## src/rtl/canny_frame_sequencer.sv

```systemverilog
// Frame sequencer for the Canny edge datapath: streams a source frame out of
// memory with video timing, appends zero pad lines to flush the pipeline, and
// writes the edge results (minus the leading latency beats) to a result memory.
module canny_frame_sequencer #(
  parameter int unsigned WIDTH     = 8,
  parameter int unsigned H_RES     = 170,
  parameter int unsigned V_RES     = 120,
  parameter int unsigned HB_LEN    = 16,
  parameter int unsigned VS_LEN    = 4,
  parameter int unsigned PAD_LINES = 2,
  parameter int unsigned SKIP      = 2*H_RES,
  parameter int unsigned ADDR_W    = 16,
  parameter int unsigned DRAIN_MAX = 3*(H_RES+HB_LEN)+64
) (
  input  logic              clk,
  input  logic              rstn,
  input  logic              start,
  input  logic              abort,
  output logic              rd_en,
  output logic [ADDR_W-1:0] rd_addr,
  input  logic [WIDTH-1:0]  rd_data,
  output logic              px_vsync,
  output logic              px_hsync,
  output logic              px_de,
  output logic [WIDTH-1:0]  px_data,
  input  logic              ed_de,
  input  logic [WIDTH-1:0]  ed_data,
  output logic              wr_en,
  output logic [ADDR_W-1:0] wr_addr,
  output logic [WIDTH-1:0]  wr_data,
  output logic              busy,
  output logic              done,
  output logic              err
);

  localparam int unsigned N_PIX     = H_RES*V_RES;
  localparam int unsigned LAST_LINE = V_RES+PAD_LINES-1;

  typedef enum logic [2:0] {IDLE, VSYNC, ACTIVE, HBLANK, DRAIN, DONE} state_t;

  state_t            state_q, state_d;
  logic [31:0]       cnt_q, cnt_d;
  logic [31:0]       line_q, line_d;
  logic [31:0]       beat_q, beat_d;
  logic [31:0]       wr_cnt_q, wr_cnt_d;
  logic [ADDR_W-1:0] rd_addr_q, rd_addr_d;
  logic [ADDR_W-1:0] wr_addr_q, wr_addr_d;
  logic [WIDTH-1:0]  wr_data_q, wr_data_d;
  logic              wr_en_q, wr_en_d;
  logic              px_vsync_q, px_vsync_d;
  logic              px_hsync_q, px_hsync_d;
  logic              px_de_q, px_de_d;
  logic              pad_q, pad_d;
  logic              err_q, err_d;
  logic              vs_term, hs_term, de_term, accept;

  // State register
  always_ff @(posedge clk or negedge rstn) begin
    if (!rstn) state_q <= IDLE;
    else       state_q <= state_d;
  end

  // Next-state logic with the state-local cycle/line counters and error flag
  always_comb begin
    state_d = state_q;
    cnt_d   = cnt_q + 32'd1;
    line_d  = line_q;
    err_d   = err_q;
    case (state_q)
      IDLE: begin
        cnt_d  = '0;
        line_d = '0;
        if (start && !abort) begin
          state_d = VSYNC;
          err_d   = 1'b0;
        end
      end
      VSYNC: if (cnt_q == VS_LEN-1) begin
        state_d = ACTIVE;
        cnt_d   = '0;
        line_d  = '0;
      end
      ACTIVE: if (cnt_q == H_RES-1) begin
        state_d = HBLANK;
        cnt_d   = '0;
      end
      HBLANK: if (cnt_q == HB_LEN-1) begin
        cnt_d = '0;
        if (line_q == LAST_LINE) state_d = DRAIN;
        else begin
          state_d = ACTIVE;
          line_d  = line_q + 32'd1;
        end
      end
      DRAIN: begin
        if (wr_cnt_q == N_PIX) state_d = DONE;
        else if (cnt_q == DRAIN_MAX-1) begin
          state_d = DONE;
          err_d   = 1'b1;
        end
      end
      DONE:    state_d = IDLE;
      default: state_d = IDLE;
    endcase
    if (abort && state_q != IDLE) begin
      state_d = IDLE;
      err_d   = err_q;
    end
  end

  // Moore outputs decoded from the current state
  always_comb begin
    busy    = (state_q != IDLE);
    done    = (state_q == DONE);
    vs_term = (state_q == VSYNC);
    hs_term = (state_q == HBLANK);
    de_term = (state_q == ACTIVE);
    rd_en   = de_term && (line_q < V_RES);
  end

  // Datapath: read address, registered pixel timing, beat counting and writes
  always_comb begin
    rd_addr_d  = rd_addr_q;
    beat_d     = beat_q;
    wr_cnt_d   = wr_cnt_q;
    wr_addr_d  = wr_addr_q;
    wr_data_d  = wr_data_q;
    wr_en_d    = 1'b0;
    px_vsync_d = vs_term && !abort;
    px_hsync_d = hs_term && !abort;
    px_de_d    = de_term && !abort;
    pad_d      = (line_q >= V_RES);
    accept     = ed_de && busy && !abort && (beat_q >= SKIP) && (wr_cnt_q < N_PIX);
    if (!busy) begin
      rd_addr_d = '0;
      beat_d    = '0;
      wr_cnt_d  = '0;
      wr_addr_d = '0;
    end else begin
      if (rd_en) rd_addr_d = rd_addr_q + ADDR_W'(1);
      if (ed_de) beat_d = beat_q + 32'd1;
      if (accept) begin
        wr_en_d   = 1'b1;
        wr_addr_d = wr_cnt_q[ADDR_W-1:0];
        wr_data_d = ed_data;
        wr_cnt_d  = wr_cnt_q + 32'd1;
      end
    end
  end

  // Counter and output registers
  always_ff @(posedge clk or negedge rstn) begin
    if (!rstn) begin
      cnt_q      <= '0;
      line_q     <= '0;
      beat_q     <= '0;
      wr_cnt_q   <= '0;
      rd_addr_q  <= '0;
      wr_addr_q  <= '0;
      wr_data_q  <= '0;
      wr_en_q    <= 1'b0;
      px_vsync_q <= 1'b0;
      px_hsync_q <= 1'b0;
      px_de_q    <= 1'b0;
      pad_q      <= 1'b0;
      err_q      <= 1'b0;
    end else begin
      cnt_q      <= cnt_d;
      line_q     <= line_d;
      beat_q     <= beat_d;
      wr_cnt_q   <= wr_cnt_d;
      rd_addr_q  <= rd_addr_d;
      wr_addr_q  <= wr_addr_d;
      wr_data_q  <= wr_data_d;
      wr_en_q    <= wr_en_d;
      px_vsync_q <= px_vsync_d;
      px_hsync_q <= px_hsync_d;
      px_de_q    <= px_de_d;
      pad_q      <= pad_d;
      err_q      <= err_d;
    end
  end

  assign rd_addr  = rd_addr_q;
  assign px_vsync = px_vsync_q;
  assign px_hsync = px_hsync_q;
  assign px_de    = px_de_q;
  // rd_data arrives with the registered timing, so it is gated combinationally
  assign px_data  = (px_de_q && !pad_q) ? rd_data : '0;
  assign wr_en    = wr_en_q;
  assign wr_addr  = wr_addr_q;
  assign wr_data  = wr_data_q;
  assign err      = err_q;

endmodule
```

## config.mk

```make
export PLATFORM = sky130hd
export DESIGN_NAME = canny_frame_sequencer
export DESIGN_NICKNAME = d
export VERILOG_FILES = /design/src/rtl/canny_frame_sequencer.sv
export SDC_FILE = /design/constraint.sdc
export NUM_CORES = 1
export LEC_CHECK = 0
export CORE_ASPECT_RATIO = 0.7
export CORE_MARGIN = 5
export CORE_UTILIZATION = 58
export CTS_CLUSTER_DIAMETER = 200
export DETAILED_ROUTE_END_ITERATION = 8
export PLACE_DENSITY = 0.8
export SLEW_MARGIN = 20
export SYNTH_ARGS = -nofsm -noshare
export SYNTH_HDL_FRONTEND = slang
export SYNTH_SLANG_ARGS = --single-unit
```

## constraint.sdc

```tcl
create_clock -name clk -period 2.7 [get_ports clk]
set_input_delay 0.54 -clock clk [delete_from_list [all_inputs] [get_ports clk]]
set_output_delay 0.54 -clock clk [all_outputs]
set_load 0.005 [all_outputs]
```

Word-level counts from Yosys, hierarchy flattened
Cells that the tools add are included.
W data, S select, Z words.
{"block": "classes", "n_addsub": 5, "magnitude_cmp": 4, "eq_ne": 25, "mux": 32, "n_bitwise": 1, "reduce_logical": 21}
{"operator": "$mux W32", "n": 10}
{"operator": "$add A32 B1 Y32 const B", "n": 4}
{"operator": "$pmux W32 S4", "n": 1}
{"operator": "$pmux W32 S3", "n": 1}
{"operator": "$mux W16", "n": 4}
{"operator": "$eq A32 B10 Y1 const B", "n": 1}
{"operator": "$eq A32 B15 Y1 const B", "n": 1}
{"operator": "$eq A32 B2 Y1 const B", "n": 1}
{"operator": "$eq A32 B4 Y1 const B", "n": 1}
{"operator": "$eq A32 B7 Y1 const B", "n": 1}
{"operator": "$eq A32 B8 Y1 const B", "n": 1}
{"operator": "$ge A32 B7 Y1 const B", "n": 1}
{"operator": "$ge A32 B9 Y1 const B", "n": 1}
{"operator": "$lt A32 B15 Y1 const B", "n": 1}
{"operator": "$lt A32 B7 Y1 const B", "n": 1}
{"operator": "$mux W3", "n": 8}
{"operator": "$add A16 B1 Y16 const B", "n": 1}
{"operator": "$pmux W3 S5", "n": 1}
{"operator": "$ne A2 B2 Y1 const B", "n": 6}
{"operator": "$logic_and A1 B1 Y1", "n": 11}
{"operator": "$reduce_and A5 Y1", "n": 2}
{"operator": "$ne A3 B1 Y1 const B", "n": 3}
{"operator": "$mux W8", "n": 1}
{"operator": "$eq A3 B2 Y1 const B", "n": 2}
{"operator": "other kinds (14)", "n": 23}
{"block": "word_totals", "register_bits": 177, "inputBits": 21, "wordCells": 102}

Logic depth before layout (Yosys ltp)
{"block": "depth", "depth_word": 7, "ltp_mapped": 9, "mapped_depth_nobuf": 8}

Worst setup path before layout
OpenSTA, ideal clock, no wires.
{"block": "synth_timing", "path_kind": "register to register", "startpoint": "register cnt_q[13]", "endpoint": "register line_q[7]", "setup_ns": 0.131, "arrival_time_ns": 2.080, "slack_ns": 0.489, "path_stages_with_launch": 8, "path_buffers": 1, "synth_period_minus_slack_ns": 2.211, "path_cell_list": "dfrtp_1 or4_4 nor3_4 a31oi_1 or3b_1 buf_2 o21ai_1 o31ai_1"}
{"block": "synth_via", "elab_chain_cells": 3}
{"item": "start: declaration", "line_no": "42", "source": "logic [31:0] cnt_q, cnt_d;"}
{"item": "start signal: assignment", "line_no": "168", "source": "cnt_q <= cnt_d;"}
{"item": "$eq A32 B4 Y1 or $eq A32 B2 Y1 (tied branches)", "line_no": "87, 78"}
{"item": "$ne A2 B1 Y1 (no line)"}
{"item": "$reduce_and A4 Y1 (no line) *"}
{"item": "end signal: assignment", "line_no": "169", "source": "line_q <= line_d;"}
{"item": "end: declaration", "line_no": "43", "source": "logic [31:0] line_q, line_d;"}
Mark *: on every way between the ends. The rest lies on a longest branch, timed or not.
A chain may end at the register's enable or synchronous reset.

Final worst setup path
{"block": "layout_timing", "startpoint": "register line_q[24]", "endpoint": "output port rd_en"}
{"block": "layout_via", "elab_chain_cells": 2}
{"item": "$lt A32 B7 Y1", "line_no": "118", "source": "rd_en = de_term && (line_q < V_RES);"}
{"item": "$logic_and A1 B1 Y1", "line_no": "118"}
{"item": "end: declaration", "line_no": "19", "source": "output logic rd_en,"}
No other way between the ends.

==> flow_metrics.env <==
export IMPL_grt_max_degree=95
export IMPL_clock_path_buffers=2
export IMPL_worstSetupEndpointType="output port"
export IMPL_seq_area_frac_synth_pct=50.13
export IMPL_crit_fanout=3
export IMPL_drtIter0Drc=737
export IMPL_relSlewSlack_pct=36.96
export IMPL_core_region_area_mm2=0.01481
export IMPL_layout_min_cycle_time_ns=2.591
export IMPL_die_h_um=113.3
export IMPL_synth_compound_area_share_pct=9.276
export IMPL_holdBufCountCts=0
export IMPL_numCtsBuffers=17
export IMPL_synth_area_mux_share_pct=1.473
export IMPL_maxSlewViolCount=0
export IMPL_grt_pass1_vias=6869
export IMPL_synth_main_ff_cell="dfrtp_1"
export IMPL_crit_path_start_kind="flip-flop"
export IMPL_dieWidth_um=157.5
export IMPL_antenna_cells=0
export IMPL_worst_slew_pin_slew_ns=0.9456
export IMPL_vias_per_cell=5.990
export IMPL_synth_top_area_cell="dfrtp_1"
export IMPL_grtUsageTotal_pct=23.83
export IMPL_io_pins=77
export IMPL_layout_commonest_cell="dfrtp_1"
export IMPL_start_util_pct=59.64
export IMPL_cts_tree="done"
export IMPL_layout_drive_gt1_share_pct=10.39
export IMPL_synth_warnings=0
export IMPL_yosys_area_share_simple_pct=27.25
export IMPL_ir_worst_vdd_v=0.0004652
export IMPL_dpl_cell_area_mm2=0.009953
export IMPL_cts_sinks=177
export IMPL_mostFrequentLayoutCells="173 x dfrtp_1, 124 x nor2_1, 74 x clkdlybuf4s50_1"
export IMPL_vias=7392
export IMPL_crit_arrival_ns=2.05
export IMPL_cts_root_buf="clkbuf_16"
export IMPL_leakage_nw=4.583
export IMPL_synth_enable_flop_cells=0
export IMPL_p_per_area_mw_per_mm2=622.4
export IMPL_postRouteAntennaNets=0
export IMPL_antenna_found_initial=0
export IMPL_yosysUniqueCellTypes=52
export IMPL_hpwl_mm=13.31
export IMPL_setup_violations=0
export IMPL_tns_ns=0
export IMPL_finalInstanceArea_mm2=0.01070
export IMPL_syn_area_mm2=0.008835
export IMPL_row_count=37
export IMPL_maxCapViolCount=0
export IMPL_routed_wl_mm=20.67
export IMPL_synth_adder_area_share_pct=1.416
export IMPL_path_clk_slew_ns=0.07
export IMPL_grt_ovfl_total=0
export IMPL_worstSetupPathType="flip-flop to output port"
export IMPL_yosys_area_share_xor_xnor_pct=7.534
export IMPL_dr_pass1_iters=6
export IMPL_required_ns=2.16
export IMPL_fmax_mhz=386.0
export IMPL_power_mw=6.657
export IMPL_grt_pass1_wl_mm=34.95
export IMPL_ys_async_sr_fraction_pct=100.0
export IMPL_status="finished clean"
export IMPL_synth_area_top_cells="dfrtp_1 50%, xor2_1 5.8%, nor2_1 5.3%"
export IMPL_period_share_pct=95.96
export IMPL_finalHoldViolations=0
export IMPL_hp_class="input port to async pin"
export IMPL_dieArea_mm2=0.01784
export IMPL_io_buffers=76
export IMPL_place_congestion=0.8177
export IMPL_synthCells=933
export IMPL_synth_top_family_by_area="simple AND/OR/NAND/NOR gates"
export IMPL_clk_latency_ns=0.43
export IMPL_fin_worst_skew_ns=0.009991
export IMPL_wl_per_cell_um=16.75
export IMPL_avgSynthCellArea_um2=9.469
export IMPL_cts_max_level=4
export IMPL_drc=0
export IMPL_rsz0062_at_grt="no"
export IMPL_synth_seq_cells=177
export IMPL_layout_nets=1057
export IMPL_synth_net_count=964
export IMPL_area_growth_pct=21.07
export IMPL_netlist_area_leader_share_pct=50.13
export IMPL_reg2reg_depth=7
[power by group]
| group | internal, mW | switching (mW) |
|---|---|---|
| Combinational | 0.387 | 0.971 |
| Clock | 1.48 | 1.06 |
| Sequential | 2.71 | 0.0543 |
| Total | 4.57 | 2.08 |
[kinds of logic after synthesis]
family,count (synthesis)
AOI/OAI and AO/OA,146
xor gates and xnor gates,76
adders and majority gates,10
buffers and inverters,61
DFF,177
muxes,12
and+or+nand+nor,451
[sequential cells by signal, indices dropped and copies added (netlist names)]
| signal | count |
|---|---|
| beat_q | 32 |
| err | 1 |
| wr_addr | 16 |
| pad_q | 1 |
| wr_en | 1 |
| cnt_q | 32 |
| rd_addr | 16 |
| line_q | 32 |
| px_de | 1 |
| px_vsync | 1 |
| state_q | 3 |
| px_hsync | 1 |
| wr_cnt_q | 32 |
| wr_data | 8 |
[final cells by class]
| type | count | area [µm²] |
|---|---|---|
| Inverter | 15 | 56.30 |
| Sequential cell | 177 | 4434 |
| Multi-Input combinational cell | 695 | 4210 |
| Fill cell | 1112 | 4118 |
| Timing Repair Buffer | 120 | 1150 |
| Clock inverter | 13 | 158.9 |
| Clock buffer | 19 | 442.9 |
| Tap cell | 195 | 244.0 |
[path summary, 6_finish.rpt]
kind / startpoint / end / slack, ns
worst max-delay path: line_q[24]$_DFFE_PN0P_ / rd_en / 0.11
worst min-delay path: rstn / cnt_q[17]$_DFF_PN0_ / 0.1
worst max register to register: beat_q[28]$_DFFE_PN0P_ / wr_cnt_q[1]$_DFFE_PN0P_ / 0.23
worst min register to register: wr_cnt_q[17]$_DFFE_PN0P_ / wr_cnt_q[17]$_DFFE_PN0P_ / 0.51
max in group asynchronous: rstn / rd_addr[0]$_DFFE_PN0P_ / 1.86
min in group clk: wr_cnt_q[17]$_DFFE_PN0P_ / wr_cnt_q[17]$_DFFE_PN0P_ / 0.51
[per-layer routing]
layer	global-route usage [%]	part of all wire (%)	vias to the layer above	routed length (µm)
met5	0	0	-	0
met4	4.814	1.1	0	217
met3	5.275	6.5	29	1346
met2	35.31	45	256	9253
met1	36.36	48	3598	9847
li1	-	-	3509	-
[cells in the mapped netlist, drive strengths merged, types with 2 or more instances]
master,count
nand2,64
nor4,27
o211ai,4
a21oi,47
buf,19
mux2i,4
a22o,2
ha,10
xor2,59
xnor2,17
and3,27
clkbuf,27
nand2b,3
o21ai,62
a31oi,14
nand3,63
and2,16
mux2,8
nor2b,22
dfrtp,177
nand4,46
and4,19
and4b,2
or3,11
or4,8
nor2,124
nor3,14
o31ai,9
inv,15
[per-stage QoR]
step / hold WS, ns / util (%) / worst slack [ns] / std cells
after detailed placement: 0.4777 / 67.19 / 0.02638 / 1190
after CTS: 0.1277 / 71.92 / 0.1243 / 1230
final: 0.09818 / 72.20 / 0.1092 / 1234
after global routing: 0.1526 / 72.20 / 0.03923 / 1234
after global placement: 0.4734 / 67.19 / 0.06996 / 1190
after floorplan: 0.2444 / - / 0.4888 / 933
[critical path: stages (launching register included)]
cell and delay, ns:
dfrtp_1 0.42, nor4_4 0.28, nand4_1 0.23, nor4_4 0.40, buf_4 0.18, clkbuf_2 0.10
[what timing repair did]
action / in CTS / in global routing
setup buffers: 8 / 4
gates resized for setup: 10 / 5
pin swaps: 5 / 3
setup endpoints to repair: 1 / 1
Note: power is estimated with default switching activity, not from simulation.
